--- config.mk ---
export PLATFORM = sky130hd
export DESIGN_NAME = accel_mem_arbiter
export DESIGN_NICKNAME = d
export VERILOG_FILES = /design/src/rtl/cfg_types_pkg.sv /design/src/rtl/accel_arb_stats.sv /design/src/rtl/accel_mem_arbiter.sv
export SDC_FILE = /design/constraint.sdc
export NUM_CORES = 1
export LEC_CHECK = 0
export ABC_AREA = 1
export CAP_MARGIN = 20
export CELL_PAD_IN_SITES_DETAIL_PLACEMENT = 1
export CELL_PAD_IN_SITES_GLOBAL_PLACEMENT = 1
export CORE_AREA = 3 3 133 135
export CTS_CLUSTER_SIZE = 24
export DETAILED_ROUTE_END_ITERATION = 10
export DIE_AREA = 0 0 136 138
export PLACE_DENSITY_LB_ADDON = 0.1
export SKIP_LAST_GASP = 1
export SLEW_MARGIN = 20
export SYNTH_ARGS = -nofsm -noshare
export SYNTH_HDL_FRONTEND = slang
export SYNTH_SLANG_ARGS = --single-unit
--- constraint.sdc ---
create_clock -name clk -period 2.1 [get_ports clk]
set_clock_uncertainty 0.05 [all_clocks]
set_input_delay 0.21 -clock clk [delete_from_list [all_inputs] [get_ports clk]]
set_output_delay 0.21 -clock clk [all_outputs]
set_load 0.005 [all_outputs]
--- src/rtl/cfg_types_pkg.sv ---
// Shared types for the accelerator RAM port-A arbiter: owner encoding and
// statistics counter width, plus the saturating-increment helper.
package cfg_types_pkg;

  typedef enum logic [1:0] {
    OWN_NONE = 2'd0,
    OWN_CPU  = 2'd1,
    OWN_ACC  = 2'd2
  } arb_owner_t;

  localparam int ARB_STATS_WIDTH = 16;

  function automatic logic [ARB_STATS_WIDTH-1:0] sat_inc(input logic [ARB_STATS_WIDTH-1:0] v);
    return (&v) ? v : v + 1'b1;
  endfunction

endpackage

--- src/rtl/accel_arb_stats.sv ---
// Saturating stall counters for the CPU and accelerator requesters.
// Synchronous clear takes priority over the increment.
module accel_arb_stats
  import cfg_types_pkg::*;
(
  input  logic                       clk,
  input  logic                       rst_n,
  input  logic                       clr_i,
  input  logic                       cpu_stall_i,
  input  logic                       acc_stall_i,
  output logic [ARB_STATS_WIDTH-1:0] cpu_cnt_o,
  output logic [ARB_STATS_WIDTH-1:0] acc_cnt_o
);

  logic [ARB_STATS_WIDTH-1:0] cpu_cnt_q, cpu_cnt_d;
  logic [ARB_STATS_WIDTH-1:0] acc_cnt_q, acc_cnt_d;

  always_comb begin
    cpu_cnt_d = cpu_cnt_q;
    acc_cnt_d = acc_cnt_q;
    if (clr_i) begin
      cpu_cnt_d = '0;
      acc_cnt_d = '0;
    end else begin
      if (cpu_stall_i) cpu_cnt_d = sat_inc(cpu_cnt_q);
      if (acc_stall_i) acc_cnt_d = sat_inc(acc_cnt_q);
    end
  end

  always_ff @(posedge clk or negedge rst_n) begin
    if (!rst_n) begin
      cpu_cnt_q <= '0;
      acc_cnt_q <= '0;
    end else begin
      cpu_cnt_q <= cpu_cnt_d;
      acc_cnt_q <= acc_cnt_d;
    end
  end

  assign cpu_cnt_o = cpu_cnt_q;
  assign acc_cnt_o = acc_cnt_q;

endmodule

--- src/rtl/accel_mem_arbiter.sv ---
// Port-A arbiter sharing the accelerator RAM between CPU bus and Keccak FSM.
// Define ACCEL_ARB_STATS_EN to add per-requester stall counters.
module accel_mem_arbiter
  import cfg_types_pkg::*;
#(
  parameter int ADDR_WIDTH = 32,
  parameter int DATA_WIDTH = 32,
  parameter int MAX_WAIT   = 16
) (
  input  logic                      clk,
  input  logic                      rst_n,
  input  logic                      cpu_req_i,
  input  logic                      cpu_we_i,
  input  logic [ADDR_WIDTH-1:0]     cpu_addr_i,
  input  logic [DATA_WIDTH-1:0]     cpu_wdata_i,
  input  logic [DATA_WIDTH/8-1:0]   cpu_be_i,
  output logic                      cpu_gnt_o,
  output logic                      cpu_rvalid_o,
  output logic [DATA_WIDTH-1:0]     cpu_rdata_o,
  input  logic                      acc_req_i,
  input  logic                      acc_we_i,
  input  logic [ADDR_WIDTH-1:0]     acc_addr_i,
  input  logic [DATA_WIDTH-1:0]     acc_wdata_i,
  input  logic [DATA_WIDTH/8-1:0]   acc_be_i,
  output logic                      acc_gnt_o,
  output logic                      acc_rvalid_o,
  output logic [DATA_WIDTH-1:0]     acc_rdata_o,
  input  logic                      acc_lock_i,
  output logic                      mem_en_o,
  output logic                      mem_we_o,
  output logic [ADDR_WIDTH-1:0]     mem_addr_o,
  output logic [DATA_WIDTH-1:0]     mem_wdata_o,
  output logic [DATA_WIDTH/8-1:0]   mem_be_o,
  input  logic [DATA_WIDTH-1:0]     mem_rdata_i,
`ifdef ACCEL_ARB_STATS_EN
  input  logic                      stats_clr_i,
  output logic [ARB_STATS_WIDTH-1:0] cpu_stall_cnt_o,
  output logic [ARB_STATS_WIDTH-1:0] acc_stall_cnt_o,
`endif
  output arb_owner_t                owner_o
);

  localparam int WAIT_W = $clog2(MAX_WAIT + 1);

  logic [WAIT_W-1:0] cpu_wait_q, cpu_wait_d;
  arb_owner_t        last_owner_q, last_owner_d;
  logic              tag_vld_q, tag_vld_d;
  arb_owner_t        tag_own_q, tag_own_d;
  logic              tag_we_q, tag_we_d;
  logic              cpu_wins_tie;

  // Under lock the CPU only gets through once its wait has hit the bound;
  // otherwise ties alternate against the last granted requester.
  always_comb begin
    if (acc_lock_i) cpu_wins_tie = (cpu_wait_q == WAIT_W'(MAX_WAIT));
    else            cpu_wins_tie = (last_owner_q == OWN_ACC);
  end

  // Grants are forced low while reset is held so every output reads zero.
  assign cpu_gnt_o = rst_n && cpu_req_i && (!acc_req_i || cpu_wins_tie);
  assign acc_gnt_o = rst_n && acc_req_i && !cpu_gnt_o;

  always_comb begin
    owner_o = OWN_NONE;
    if (cpu_gnt_o)      owner_o = OWN_CPU;
    else if (acc_gnt_o) owner_o = OWN_ACC;
  end

  always_comb begin
    mem_en_o    = 1'b0;
    mem_we_o    = 1'b0;
    mem_addr_o  = '0;
    mem_wdata_o = '0;
    mem_be_o    = '0;
    if (cpu_gnt_o) begin
      mem_en_o    = 1'b1;
      mem_we_o    = cpu_we_i;
      mem_addr_o  = cpu_addr_i;
      mem_wdata_o = cpu_wdata_i;
      mem_be_o    = cpu_be_i;
    end else if (acc_gnt_o) begin
      mem_en_o    = 1'b1;
      mem_we_o    = acc_we_i;
      mem_addr_o  = acc_addr_i;
      mem_wdata_o = acc_wdata_i;
      mem_be_o    = acc_be_i;
    end
  end

  always_comb begin
    cpu_wait_d = cpu_wait_q;
    if (!cpu_req_i || cpu_gnt_o)            cpu_wait_d = '0;
    else if (cpu_wait_q != WAIT_W'(MAX_WAIT)) cpu_wait_d = cpu_wait_q + 1'b1;
    last_owner_d = (owner_o != OWN_NONE) ? owner_o : last_owner_q;
    tag_vld_d    = (owner_o != OWN_NONE);
    tag_own_d    = owner_o;
    tag_we_d     = mem_we_o;
  end

  always_ff @(posedge clk or negedge rst_n) begin
    if (!rst_n) begin
      cpu_wait_q   <= '0;
      last_owner_q <= OWN_ACC;
      tag_vld_q    <= 1'b0;
      tag_own_q    <= OWN_NONE;
      tag_we_q     <= 1'b0;
    end else begin
      cpu_wait_q   <= cpu_wait_d;
      last_owner_q <= last_owner_d;
      tag_vld_q    <= tag_vld_d;
      tag_own_q    <= tag_own_d;
      tag_we_q     <= tag_we_d;
    end
  end

  assign cpu_rvalid_o = tag_vld_q && (tag_own_q == OWN_CPU);
  assign acc_rvalid_o = tag_vld_q && (tag_own_q == OWN_ACC);
  assign cpu_rdata_o  = (cpu_rvalid_o && !tag_we_q) ? mem_rdata_i : '0;
  assign acc_rdata_o  = (acc_rvalid_o && !tag_we_q) ? mem_rdata_i : '0;

`ifdef ACCEL_ARB_STATS_EN
  accel_arb_stats u_stats (
    .clk         (clk),
    .rst_n       (rst_n),
    .clr_i       (stats_clr_i),
    .cpu_stall_i (cpu_req_i && !cpu_gnt_o),
    .acc_stall_i (acc_req_i && !acc_gnt_o),
    .cpu_cnt_o   (cpu_stall_cnt_o),
    .acc_cnt_o   (acc_stall_cnt_o)
  );
`endif

endmodule

==> flow_metrics.env, run 1 <==
export IMPL_outcome="finished, violations left"
export IMPL_violations="negative setup slack"
export IMPL_dieArea_um2=18800
export IMPL_grt_pass1_vias=4308
export IMPL_dr_pass1_iters=4
export IMPL_synth_seq_area_share=0.130
export IMPL_crit_required_ns=1.84
export IMPL_gp_congestion=0.745
export IMPL_synth_area_per_cell_um2=5.38
export IMPL_syn_nets=573
export IMPL_wl_per_cell_um=16.6
export IMPL_grt_start_max_net_pins=35
export IMPL_path_clk_slew_ns=0.04
export IMPL_final_area_um2=6180
export IMPL_power_leakage_nw=2.98
export IMPL_fin_util=0.373
export IMPL_synth_edff_count=0
export IMPL_yosysTopAreaCell="nand3_1"
export IMPL_synth_area_top_cells="nand3_1 31%, nand2_1 14%, nor2_1 13%, dfrtp_1 12%, inv_1 6.7%"
export IMPL_core_area_um2=16600
export IMPL_cts_max_level=1
export IMPL_rows=47
export IMPL_die_width_um=136
export IMPL_area_sequential_um2=277
export IMPL_hpwlAfterDp_um=12600
export IMPL_drv_cap=0
export IMPL_syn_area_um2=2130
export IMPL_synth_cell_type_count=22
export IMPL_cts_sink_count=11
export IMPL_synth_most_common_cell="nand3_1"
export IMPL_holdCritPathClass="in2async"
export IMPL_place_area_um2=5680
export IMPL_ios=315
export IMPL_critPathKind="reg2out"
export IMPL_slew_headroom=0.836
export IMPL_hold_violations=0
export IMPL_crit_arrival_ns=1.93
export IMPL_holdWs_ns=0.314
export IMPL_finalSetupTns_ns=-0.549
export IMPL_worstMarginPinSlew_ns=0.246
export IMPL_numCtsBuffers=3
export IMPL_ys_warn_count=0
export IMPL_p_total_mw=1.70
export IMPL_startpoint_type="flop"
export IMPL_cts_tree="built"
export IMPL_overflow=0
export IMPL_ant_nets=0
export IMPL_fp_dieH_um=138
export IMPL_crit_fanout=5
export IMPL_cp_end_kind="primary output"
export IMPL_hold_buffers=0
export IMPL_fin_crit_ns=2.19
export IMPL_start_util=0.129
export IMPL_synthTopCellsByCount="132 x nand3_1, 81 x nand2_1, 75 x nor2_1"
export IMPL_wirelength_um=16000
export IMPL_fin_ws_ns=-0.0948
export IMPL_drc=0
export IMPL_drive_gt1_frac=0.269
export IMPL_rsz0062_at_grt="true"
export IMPL_setup_viol=15
export IMPL_peakVddDrop_mv=0.308
export IMPL_fin_nets=922
export IMPL_pwr_density_cell_nw_per_um2=275
export IMPL_clock_fmax_mhz=456
export IMPL_vias=4056
export IMPL_synth_main_ff_cell="dfrtp_1"
export IMPL_finalCritPeriodShare=1.05
export IMPL_grt_usage=0.159
export IMPL_drtIter0Drc=87
export IMPL_synthArstFlopShare=1.00
export IMPL_antenna_found_initial=1
export IMPL_synth_top_area_frac=0.310
export IMPL_portBuffers=314
export IMPL_syn_inst=396
export IMPL_drv_slew=0
export IMPL_diodes=0
export IMPL_clock_path_buffers=2
export IMPL_drt_vias_per_instance=4.21
export IMPL_fillCellCount=2062
export IMPL_clk_latency_ns=0.23
export IMPL_grt_pass1_wl_um=24000
export IMPL_syn2layout_area_growth_pct=190
export IMPL_synth_seq_cells=11
export IMPL_cts_root_buf="clkbuf_16"
export IMPL_multi_input_area_um2=1670
## final cells by class
cell class                      count  area share
Timing Repair Buffer              379       0.604
Multi-Input combinational cell    309       0.269
Sequential cell                    11      0.0447
Tap cell                          220      0.0445
Inverter                           41      0.0251
Clock buffer                        4      0.0127
## stage by stage
stage / worst slack (ns) / std cells
after global routing: -0.186 / 964
after detailed placement: -0.279 / 924
after CTS: -0.105 / 958
final: -0.0948 / 964
after global placement: -0.264 / 924
after floorplan: 0.549 / 396
## cells by family after synthesis
kind of cell / after synthesis / synth area share
simple gates: 301 / 0.651
buf+inv: 76 / 0.187
flops: 11 / 0.130
xor+xnor: 4 / 0.0164
compound gates: 2 / 0.00469
fa+ha+maj: 2 / 0.0117
## critical path: stages (launching register included)
cell     delay [ns]
dfrtp_1        0.38
inv_2          0.09
ha_4           0.13
nand2_2        0.04
inv_2          0.05
nand3_2        0.07
nand3_4        0.12
nand2_8        0.08
buf_12         0.13
buf_8          0.12
buf_16         0.13
buf_6          0.11
nand3_2        0.04
nand2_1        0.05
buf_2          0.13
## layer usage
layer  global-route usage  routed length, um  vias up
li1                     -                  -     1960
met1                0.167               5730     1876
met2                0.306               8310      204
met3               0.0523               1710       14
met4               0.0286                234        2
met5                    0                  7        -
## path summary, 6_finish.rpt
path                                 start               to  slack [ns]  depth (start not counted)
max                          cpu_wait_q[1]    mem_addr_o[8]       -0.09                         14
min                                  rst_n    cpu_wait_q[4]        0.31                          2
max reg2reg                  cpu_wait_q[1]         tag_we_q        0.27                         13
min reg2reg                last_owner_q[1]  last_owner_q[1]        0.46                          2
max in group asynchronous            rst_n  last_owner_q[1]        1.48                          2
min in group clk           last_owner_q[1]  last_owner_q[1]        0.46                          2
## power by group
part           total [mW]  leakage (nW)  internal [mW]  switching, mW
registers           0.239         0.142          0.230        0.00840
clock network       0.339        0.0382          0.254         0.0850
logic                1.12          2.79          0.689          0.435
total                1.70          2.98           1.17          0.528
## sequential cells by signal, indices dropped and copies added, names as in the netlist
name          cells
cpu_wait_q        5
last_owner_q      2
tag_own_q         2
tag_vld_q         1
tag_we_q          1
## placed cells by master (no fill, tap or decap), types with 10 or more instances in the layout
master / synthesis / layout
clkdlybuf4s50_1: 0 / 240
dfrtp_1: 10 / 10
clkbuf_2: 0 / 18
nand3_2: 9 / 40
inv_1: 38 / 35
buf_12: 0 / 17
buf_4: 1 / 27
buf_2: 14 / 45
nand3_1: 132 / 100
nor2_1: 75 / 72
buf_6: 3 / 11
nand2_1: 81 / 73
## repair_timing
action                                  in CTS  in global routing
gates cloned                                 6                  0
gates resized for setup                    278                 75
endpoints found under the setup margin      74                 99
setup buffers                               27                  7
pin swaps                                    8                 12
endpoints found under the hold margin        0                  0
Note: power is estimated with default switching activity, not from simulation.
==> run 2, diff against run 1 <==
--- a/config.mk
+++ b/config.mk
@@ -15,7 +15,7 @@
 export DIE_AREA = 0 0 136 138
 export PLACE_DENSITY_LB_ADDON = 0.1
 export SKIP_LAST_GASP = 1
-export SLEW_MARGIN = 20
+export SLEW_MARGIN = 25
 export SYNTH_ARGS = -nofsm -noshare
 export SYNTH_HDL_FRONTEND = slang
 export SYNTH_SLANG_ARGS = --single-unit
==> results of run 2 <==
Final layout, timing and power as in run 1 (identical DEF).
